[config.mk]
export PLATFORM = sky130hd
export DESIGN_NAME = pipe_ctrl
export DESIGN_NICKNAME = d
export VERILOG_FILES = /design/src/rtl/pipe_pkg.sv /design/src/rtl/pipe_ctrl_prio_msb.sv /design/src/rtl/pipe_ctrl.sv
export SDC_FILE = /design/constraint.sdc
export NUM_CORES = 1
export LEC_CHECK = 0
export ABC_AREA = 0
export CAP_MARGIN = 40
export CORE_MARGIN = 5
export CORE_UTILIZATION = 45
export CTS_CLUSTER_SIZE = 12
export DETAILED_ROUTE_END_ITERATION = 10
export GPL_TIMING_DRIVEN = 0
export HOLD_SLACK_MARGIN = 0.03
export MAX_ROUTING_LAYER = met4
export PLACE_DENSITY = 0.94
export SYNTH_ARGS = -nofsm -noshare
export SYNTH_HDL_FRONTEND = slang
export SYNTH_SLANG_ARGS = --single-unit
[constraint.sdc]
create_clock -name clk -period 4.6 [get_ports clk]
set_input_delay 0.69 -clock clk [delete_from_list [all_inputs] [get_ports clk]]
set_output_delay 0.69 -clock clk [all_outputs]
set_load 0.005 [all_outputs]
[src/rtl/pipe_pkg.sv]
// Shared constants and FSM encoding for the pipeline control sequencer.
package pipe_pkg;

    localparam int NSTAGE_DEF = 5;
    localparam int ADDR_W_DEF = 32;

    localparam int STG_IF  = 0;
    localparam int STG_ID  = 1;
    localparam int STG_EX  = 2;
    localparam int STG_MEM = 3;
    localparam int STG_WB  = 4;

    typedef enum logic {
        RUN   = 1'b0,
        REDIR = 1'b1
    } ctrl_state_t;

endpackage

[src/rtl/pipe_ctrl_prio_msb.sv]
// Highest-set-bit finder: index of the most significant request plus a valid flag.
module prio_msb #(
    parameter int W  = 5,
    parameter int IW = (W > 1) ? $clog2(W) : 1
) (
    input  logic [W-1:0]  req_i,
    output logic [IW-1:0] idx_o,
    output logic          vld_o
);

    always_comb begin
        idx_o = '0;
        vld_o = 1'b0;
        for (int k = 0; k < W; k++) begin
            if (req_i[k]) begin
                idx_o = IW'(k);
                vld_o = 1'b1;
            end
        end
    end

endmodule

[src/rtl/pipe_ctrl.sv]
// Pipeline stall/flush sequencer with PC redirect handshake and saturating event counters.
// Optional stall watchdog (wdog_timeout output) is built only when PIPE_CTRL_WDOG_EN is defined.
module pipe_ctrl
    import pipe_pkg::*;
#(
    parameter int NSTAGE     = NSTAGE_DEF,
    parameter int ADDR_W     = ADDR_W_DEF,
    parameter int CNT_W      = 32
`ifdef PIPE_CTRL_WDOG_EN
   ,parameter int WDOG_LIMIT = 1024
`endif
) (
    input  logic                     clk,
    input  logic                     rst,
    input  logic [NSTAGE-1:0]        stall_req,
    input  logic [NSTAGE-1:0]        flush_req,
    input  logic [NSTAGE*ADDR_W-1:0] flush_target,
    input  logic                     redir_ready,
    output logic [NSTAGE-1:0]        stall,
    output logic [NSTAGE-1:0]        flush,
    output logic                     redir_valid,
    output logic [ADDR_W-1:0]        redir_pc,
    output logic [CNT_W-1:0]         stall_cnt,
    output logic [CNT_W-1:0]         flush_cnt
`ifdef PIPE_CTRL_WDOG_EN
   ,output logic                     wdog_timeout
`endif
);

    localparam int IW = (NSTAGE > 1) ? $clog2(NSTAGE) : 1;

    ctrl_state_t         state_q;
    logic                redir_valid_q;
    logic [ADDR_W-1:0]   redir_pc_q;
    logic [CNT_W-1:0]    stall_cnt_q, stall_cnt_d;
    logic [CNT_W-1:0]    flush_cnt_q, flush_cnt_d;

    logic [NSTAGE-1:0]   blocked;
    logic [NSTAGE-1:0]   flush_eff;
    logic [IW-1:0]       s_idx, f_idx;
    logic                s_vld, f_vld;
    logic                stall_evt;
    logic [ADDR_W-1:0]   tgt;
    logic [NSTAGE-1:0]   stall_c, flush_c;

    // A flush source is blocked while it or any older stage is stalled.
    always_comb begin
        logic acc;
        acc     = 1'b0;
        blocked = '0;
        for (int k = NSTAGE - 1; k >= 0; k--) begin
            acc        = acc | stall_req[k];
            blocked[k] = acc;
        end
    end

    assign flush_eff = flush_req & ~blocked;

    prio_msb #(.W(NSTAGE), .IW(IW)) u_stall_prio (
        .req_i (stall_req),
        .idx_o (s_idx),
        .vld_o (s_vld)
    );

    prio_msb #(.W(NSTAGE), .IW(IW)) u_flush_prio (
        .req_i (flush_eff),
        .idx_o (f_idx),
        .vld_o (f_vld)
    );

    assign stall_evt = s_vld & ~f_vld;
    assign tgt       = flush_target[int'(f_idx)*ADDR_W +: ADDR_W];

    always_comb begin
        stall_c = '0;
        flush_c = '0;
        if (f_vld) begin
            for (int k = 0; k < NSTAGE; k++)
                flush_c[k] = (k < int'(f_idx));
        end else if (s_vld) begin
            for (int k = 0; k < NSTAGE; k++) begin
                stall_c[k] = (k <= int'(s_idx));
                flush_c[k] = (k == int'(s_idx) + 1);
            end
        end
        if (state_q == REDIR) begin
            stall_c[STG_IF] = 1'b1;
            flush_c[STG_IF] = 1'b1;
        end
    end

    // Combinational controls are forced quiet while reset is held.
    assign stall = rst ? stall_c : '0;
    assign flush = rst ? flush_c : '0;

    assign stall_cnt_d = (stall_evt && stall_cnt_q != '1) ? stall_cnt_q + 1'b1 : stall_cnt_q;
    assign flush_cnt_d = (f_vld && flush_cnt_q != '1) ? flush_cnt_q + 1'b1 : flush_cnt_q;

    always_ff @(posedge clk or negedge rst) begin
        if (!rst) begin
            state_q       <= RUN;
            redir_valid_q <= 1'b0;
            redir_pc_q    <= '0;
            stall_cnt_q   <= '0;
            flush_cnt_q   <= '0;
        end else begin
            stall_cnt_q <= stall_cnt_d;
            flush_cnt_q <= flush_cnt_d;
            case (state_q)
                RUN: begin
                    if (f_vld) begin
                        redir_pc_q    <= tgt;
                        redir_valid_q <= 1'b1;
                        state_q       <= REDIR;
                    end
                end
                REDIR: begin
                    if (f_vld) begin
                        redir_pc_q    <= tgt;
                        redir_valid_q <= 1'b1;
                    end else if (redir_ready) begin
                        redir_valid_q <= 1'b0;
                        state_q       <= RUN;
                    end
                end
                default: begin
                    redir_valid_q <= 1'b0;
                    state_q       <= RUN;
                end
            endcase
        end
    end

    assign redir_valid = redir_valid_q;
    assign redir_pc    = redir_pc_q;
    assign stall_cnt   = stall_cnt_q;
    assign flush_cnt   = flush_cnt_q;

`ifdef PIPE_CTRL_WDOG_EN
    localparam int WD_W = $clog2(WDOG_LIMIT + 1);

    logic [WD_W-1:0] wd_cnt_q;
    logic            wdog_q;

    // Consecutive effective-stall counter; the timeout flag is sticky until reset.
    always_ff @(posedge clk or negedge rst) begin
        if (!rst) begin
            wd_cnt_q <= '0;
            wdog_q   <= 1'b0;
        end else begin
            if (!stall_evt)
                wd_cnt_q <= '0;
            else if (wd_cnt_q != WD_W'(WDOG_LIMIT))
                wd_cnt_q <= wd_cnt_q + 1'b1;
            if (stall_evt && wd_cnt_q == WD_W'(WDOG_LIMIT - 1))
                wdog_q <= 1'b1;
        end
    end

    assign wdog_timeout = wdog_q;
`endif

endmodule
# After elaboration in Yosys (flattened, before gate mapping)
# Index checks and enable logic that the tools add are counted.
[classes] add_sub_neg=3 order_cmp=9 n_eq_ne=8 shifts=1 n_mux=35 n_bitwise=9 reduce_logical=4
[op_table] op="160-bit by 9-bit indexed part select with 32-bit output" n=1
[op_table] op="32-bit by 1-bit adder with 32-bit output (second input constant)" n=2
[op_table] op="3-bit by 32-bit == test with 1-bit output (first input constant)" n=2
[op_table] op="32-bit inequality test (second input constant)" n=2
[op_table] op="2-bit by 32-bit == test with 1-bit output (first input constant)" n=1
[op_table] op="32-bit logical NOT" n=1
[op_table] op="32-bit two-way mux" n=1
[op_table] op="5-bit two-way mux" n=6
[op_table] op="1-bit two-way mux" n=20
[op_table] op="2-bit two-way mux" n=4
[op_table] op="2-bit by 3-bit <= comparator with 1-bit output (first input constant)" n=2
[op_table] op="1-bit by 3-bit < comparator with 1-bit output (first input constant)" n=2
[op_table] op="2-bit by 3-bit < comparator with 1-bit output (first input constant)" n=2
[op_table] op="3-bit two-way mux" n=2
[op_table] op="5-bit bitwise AND" n=1
[op_table] op="5-bit NOT" n=1
[op_table] op="3-bit by 1-bit adder with 4-bit output (second input constant)" n=1
[op_table] op="3-bit by 4-bit == test with 1-bit output (first input constant)" n=1
[op_table] op="1-bit bitwise OR" n=4
[op_table] op="1-bit case mux with 2 select lines" n=2
[op_table] op="1-bit by 3-bit <= comparator with 1-bit output (first input constant)" n=1
[op_table] op="3-bit <= comparator (first input constant)" n=1
[op_table] op="3-bit < comparator (first input constant)" n=1
[op_table] op="3-bit by 2-bit inequality test with 1-bit output (second input constant)" n=1
[op_table] op="5 further kinds" n=7
[word_totals] regBits=98 inputBits=173 output_inout_bits=107 wordCells=74

# Depth between registers and ports, before layout
[depth] word_depth=14 mapped_depth=7 ltp_nobuf=6

# Hierarchy
# From an unflattened synthesis, not the netlist that was laid out.
[hier_totals] cells_unflattened=559 hier_area_um2=5740.5
[modules_own_cells] mod="pipe_ctrl" instances=1 cells_each=543 area_per_inst_um2=5655.4 seq_area_each_um2=2452.4
[modules_own_cells] mod="prio_msb" instances=2 cells_each=8 area_per_inst_um2=42.5 seq_area_each_um2=0.0

# Worst setup path before layout
# OpenSTA, ideal clock, no wires.
[synth_timing] path_kind="input -> output" start="in stall_req[4]" end="out flush[2]" arrival_ps=1722 t_required_ps=3910 setup_slack_ps=2188 cell_stages=6 cell_sequence="buf_2 > or2_2 > clkbuf_1 > nor2_1 > nand3_1 > a31oi_1"
[synth_between] elab_chain_cells=13 word_cells_on_any_way=23 classes_between="1 x add/sub; 1 x order compare; 1 x eq/ne; 14 x mux; 6 x bitwise"
[synth_lines] element="start: declaration" line="pipe_ctrl.sv:15" rtl="input logic [NSTAGE-1:0] stall_req,"
[synth_lines] element="parallel branches: the longest is 11 deep, another holds 2-bit by 3-bit < comparator with 1-bit output"
[synth_lines] element="5-bit two-way mux *" line="pipe_ctrl.sv:77" rtl="if (f_vld) begin"
[synth_lines] element="5-bit two-way mux *" line="pipe_ctrl.sv:94" rtl="assign flush = rst ? flush_c : '0;"
[synth_lines] element="end: declaration" line="pipe_ctrl.sv:20" rtl="output logic [NSTAGE-1:0] flush,"
# Every way passes the cells marked *.

# Final worst setup path
# Ends and elaborated chain as after synthesis.

==> results.sh <==
export IMPL_status="complete, no violations"
export IMPL_path_buf_inv=4
export IMPL_port_buffer_count=278
export IMPL_grt_pass1_vias=6165
export IMPL_drtPass1Iterations=5
export IMPL_switching_power_w=0.000742
export IMPL_min_path_type="primary input to asynchronous set/reset pin"
export IMPL_p_per_area_nw_per_um2=288
export IMPL_timing_fmax_mhz=264
export IMPL_path_max_fanout=10
export IMPL_worst_slew_pin_slew_ns=0.829
export IMPL_yosysTopAreaCell="dfrtp_1"
export IMPL_slew_headroom_pct=44.3
export IMPL_dp_cells=992
export IMPL_finalHoldViolations=0
export IMPL_antenna_found_initial=2
export IMPL_synth_edff_count=0
export IMPL_synth_flop_cell="dfrtp_1"
export IMPL_cp_top_family="buffers and inverters"
export IMPL_yosysMostFrequentCell="dfrtp_1"
export IMPL_drc_errors=0
export IMPL_required_ns=3.91
export IMPL_ys_seq_area_share_pct=42.3
export IMPL_max_stage_delay_ns=0.59
export IMPL_postCtsSetupBuffers=0
export IMPL_cp_cell_sequence="clkdlybuf4s50_1, buf_2, or2_2, clkbuf_1, nor2_1, nand3_1, a31oi_1, clkdlybuf4s50_1"
export IMPL_synth_common_cells="98 x dfrtp_1, 40 x xnor2_1, 35 x mux2i_1"
export IMPL_overflow=0
export IMPL_post_route_util_pct=72.3
export IMPL_core_area_um2=12600
export IMPL_synth_cell_types=61
export IMPL_critPathLaunchType="primary input"
export IMPL_grt_pass1_wl_mm=32.6
export IMPL_die_area_um2=15200
export IMPL_syn_area_um2=5790
export IMPL_numCtsBuffers=9
export IMPL_dpl_hpwl_mm=16.9
export IMPL_ys_warn_count=0
export IMPL_power_leakage_nw=3.67
export IMPL_setup_viol=0
export IMPL_synth_area_per_cell_um2=10.7
export IMPL_cp_data_arrival_time_ns=3.10
export IMPL_netlist_top_cells_area="dfrtp_1 42%, mux2i_1 6.0%, xnor2_1 6.0%"
export IMPL_ir_worst_vdd_uv=246
export IMPL_cts_sinks=98
export IMPL_power_frac_seq_pct=41.5
export IMPL_start_util_pct=45.9
export IMPL_p_int_w=0.00189
export IMPL_yosysTopAreaCellShare_pct=42.3
export IMPL_routed_wl_mm=21.5
export IMPL_postRouteAntennaNets=0
export IMPL_drv_slew=0
export IMPL_grt_use_total_pct=28.5
export IMPL_end_kind="output port"
export IMPL_rsz0062_at_grt="false"
export IMPL_postCtsResizedCells=0
export IMPL_syn_nets=716
export IMPL_vias=6001
export IMPL_final_cells=1010
export IMPL_die_width_um=123
export IMPL_path_class="primary input to output port"
export IMPL_slowest_stage="clkdlybuf4s50_1"
export IMPL_cts_htree_levels=3
export IMPL_layout_drive_gt1_share_pct=11.6
export IMPL_fill_cells=918
export IMPL_path_common_cell="clkdlybuf4s50_1"
export IMPL_clk_path_buf_depth=2
export IMPL_clk_pin_slew_worst_paths_ns=0.07
export IMPL_ys_ff_latch=98
export IMPL_fin_nets=1006
export IMPL_num_rows=41
export IMPL_hold_ws_ns=0.347
export IMPL_insertion_delay_ns=0.34
export IMPL_wire_per_inst_um=21.3
export IMPL_p_comb_share_pct=28.8
export IMPL_cts_tree="done"
export IMPL_viasPerCell=5.94
export IMPL_finalCriticalPeriod_ns=3.79
export IMPL_power_frac_clock_pct=29.6
export IMPL_grt_max_degree=60
export IMPL_switching_share_pct=28.2
export IMPL_gp_congestion=0.885
export IMPL_cts_root_buf="clkbuf_16"
export IMPL_finalCritPeriodShare_pct=82.3
export IMPL_drt_iter0_markers=443
export IMPL_die_h_um=123
export IMPL_pin_count=280
export IMPL_syn_inst=541
export IMPL_fin_worst_skew_ns=0.00799
export IMPL_drv_cap=0
export IMPL_hold_buffers=0
export IMPL_synth_async_reset_ratio_pct=100
export IMPL_area_delta_synth_final_pct=57.5
==> cell usage in the layout (no fill, tap or decap), types with 13 or more instances in the layout <==
cell | netlist | layout
nand2_1 | 29 | 29
nand3_1 | 32 | 32
nand4_1 | 26 | 26
nor2_1 | 20 | 20
xor2_1 | 13 | 13
a21oi_1 | 14 | 14
dfrtp_1 | 98 | 98
mux2i_1 | 35 | 35
clkdlybuf4s50_1 | 0 | 277
a22oi_1 | 29 | 29
xnor2_1 | 40 | 40
o221ai_1 | 21 | 21
and3_1 | 13 | 13
o221a_2 | 29 | 29
==> routing by layer <==
metal	global-route usage [%]	part of all wire, %	up-vias
met5	-	0	-
met4	12.9	4.0	0
met3	4.39	7.0	59
met2	48.8	52	305
met1	32.9	37	2944
li1	-	-	2693
==> path summary, 6_finish.rpt <==
kind | start | to | slack (ns) | depth (start not counted)
worst max register to register | flush_cnt[20]$_DFFE_PN0P_ | flush_cnt[21]$_DFFE_PN0P_ | 2.32 | 6
worst max-delay path | stall_req[4] | flush[2] | 0.81 | 8
worst min-delay path | rst | stall_cnt[13]$_DFFE_PN0P_ | 0.35 | 1
max in group asynchronous | rst | flush_cnt[0]$_DFFE_PN0P_ | 3.55 | 2
min in group clk | redir_valid$_DFFE_PN0P_ | redir_valid$_DFFE_PN0P_ | 0.48 | 2
worst min register to register | redir_valid$_DFFE_PN0P_ | redir_valid$_DFFE_PN0P_ | 0.48 | 2
==> stage by stage <==
step           power [W]  TNS (ns)  area, um^2  setup WS [ns]
6_report         0.00263         0        9130          0.815
5_1_grt          0.00273         0        9130          0.679
4_1_cts          0.00264         0        9120          0.821
3_5_place_dp     0.00186         0        8820          0.831
3_3_place_gp     0.00184   -109.78        8790          -2.47
2_1_floorplan    0.00135         0        5790           2.19
==> flip-flops by register name, summed over array words and instances (netlist names) <==
name / cells
redir_pc: 32
stall_cnt: 32
flush_cnt: 32
state_q: 1
redir_valid: 1
==> worst reg2reg max path: stages (launching register included) <==
cell	delay [ns]
dfrtp_1	0.49
nand4_1	0.27
nor4_4	0.59
and2_0	0.20
clkbuf_1	0.31
nor3_1	0.13
xor2_1	0.18
==> power groups by stage <==
stage | logic, W | registers (W) | clock network, W
after global placement | 0.000738 | 0.00110 | 0
after global routing | 0.000811 | 0.00111 | 0.000813
after floorplan | 0.000261 | 0.00109 | 0
final | 0.000758 | 0.00109 | 0.000779
after detailed placement | 0.000759 | 0.00110 | 0
after CTS | 0.000764 | 0.00109 | 0.000785
==> cells by family after synthesis <==
logic type / count (synthesis) / synth area share [%]
XOR/XNOR: 53 / 8.01
flip-flops: 98 / 42.3
buffers and inverters: 39 / 3.30
AND/OR/NAND/NOR: 178 / 18.2
adder cells (fa/ha/maj): 2 / 0.432
AO/OA/AOI/OAI: 126 / 19.7
multiplexers: 45 / 7.99
==> area by class of cell <==
type	instances	area [um^2]	area share [%]
Tap cell	172	215	2.36
Timing Repair Buffer	279	2810	30.8
Sequential cell	98	2450	26.9
Clock buffer	10	239	2.62
Multi-Input combinational cell	404	3150	34.5
Inverter	7	26.3	0.288
Buffer	32	165	1.81
Antenna cell	2	5.00	0.0548
Clock inverter	6	65.1	0.713
(Power assumes the default switching activity.)
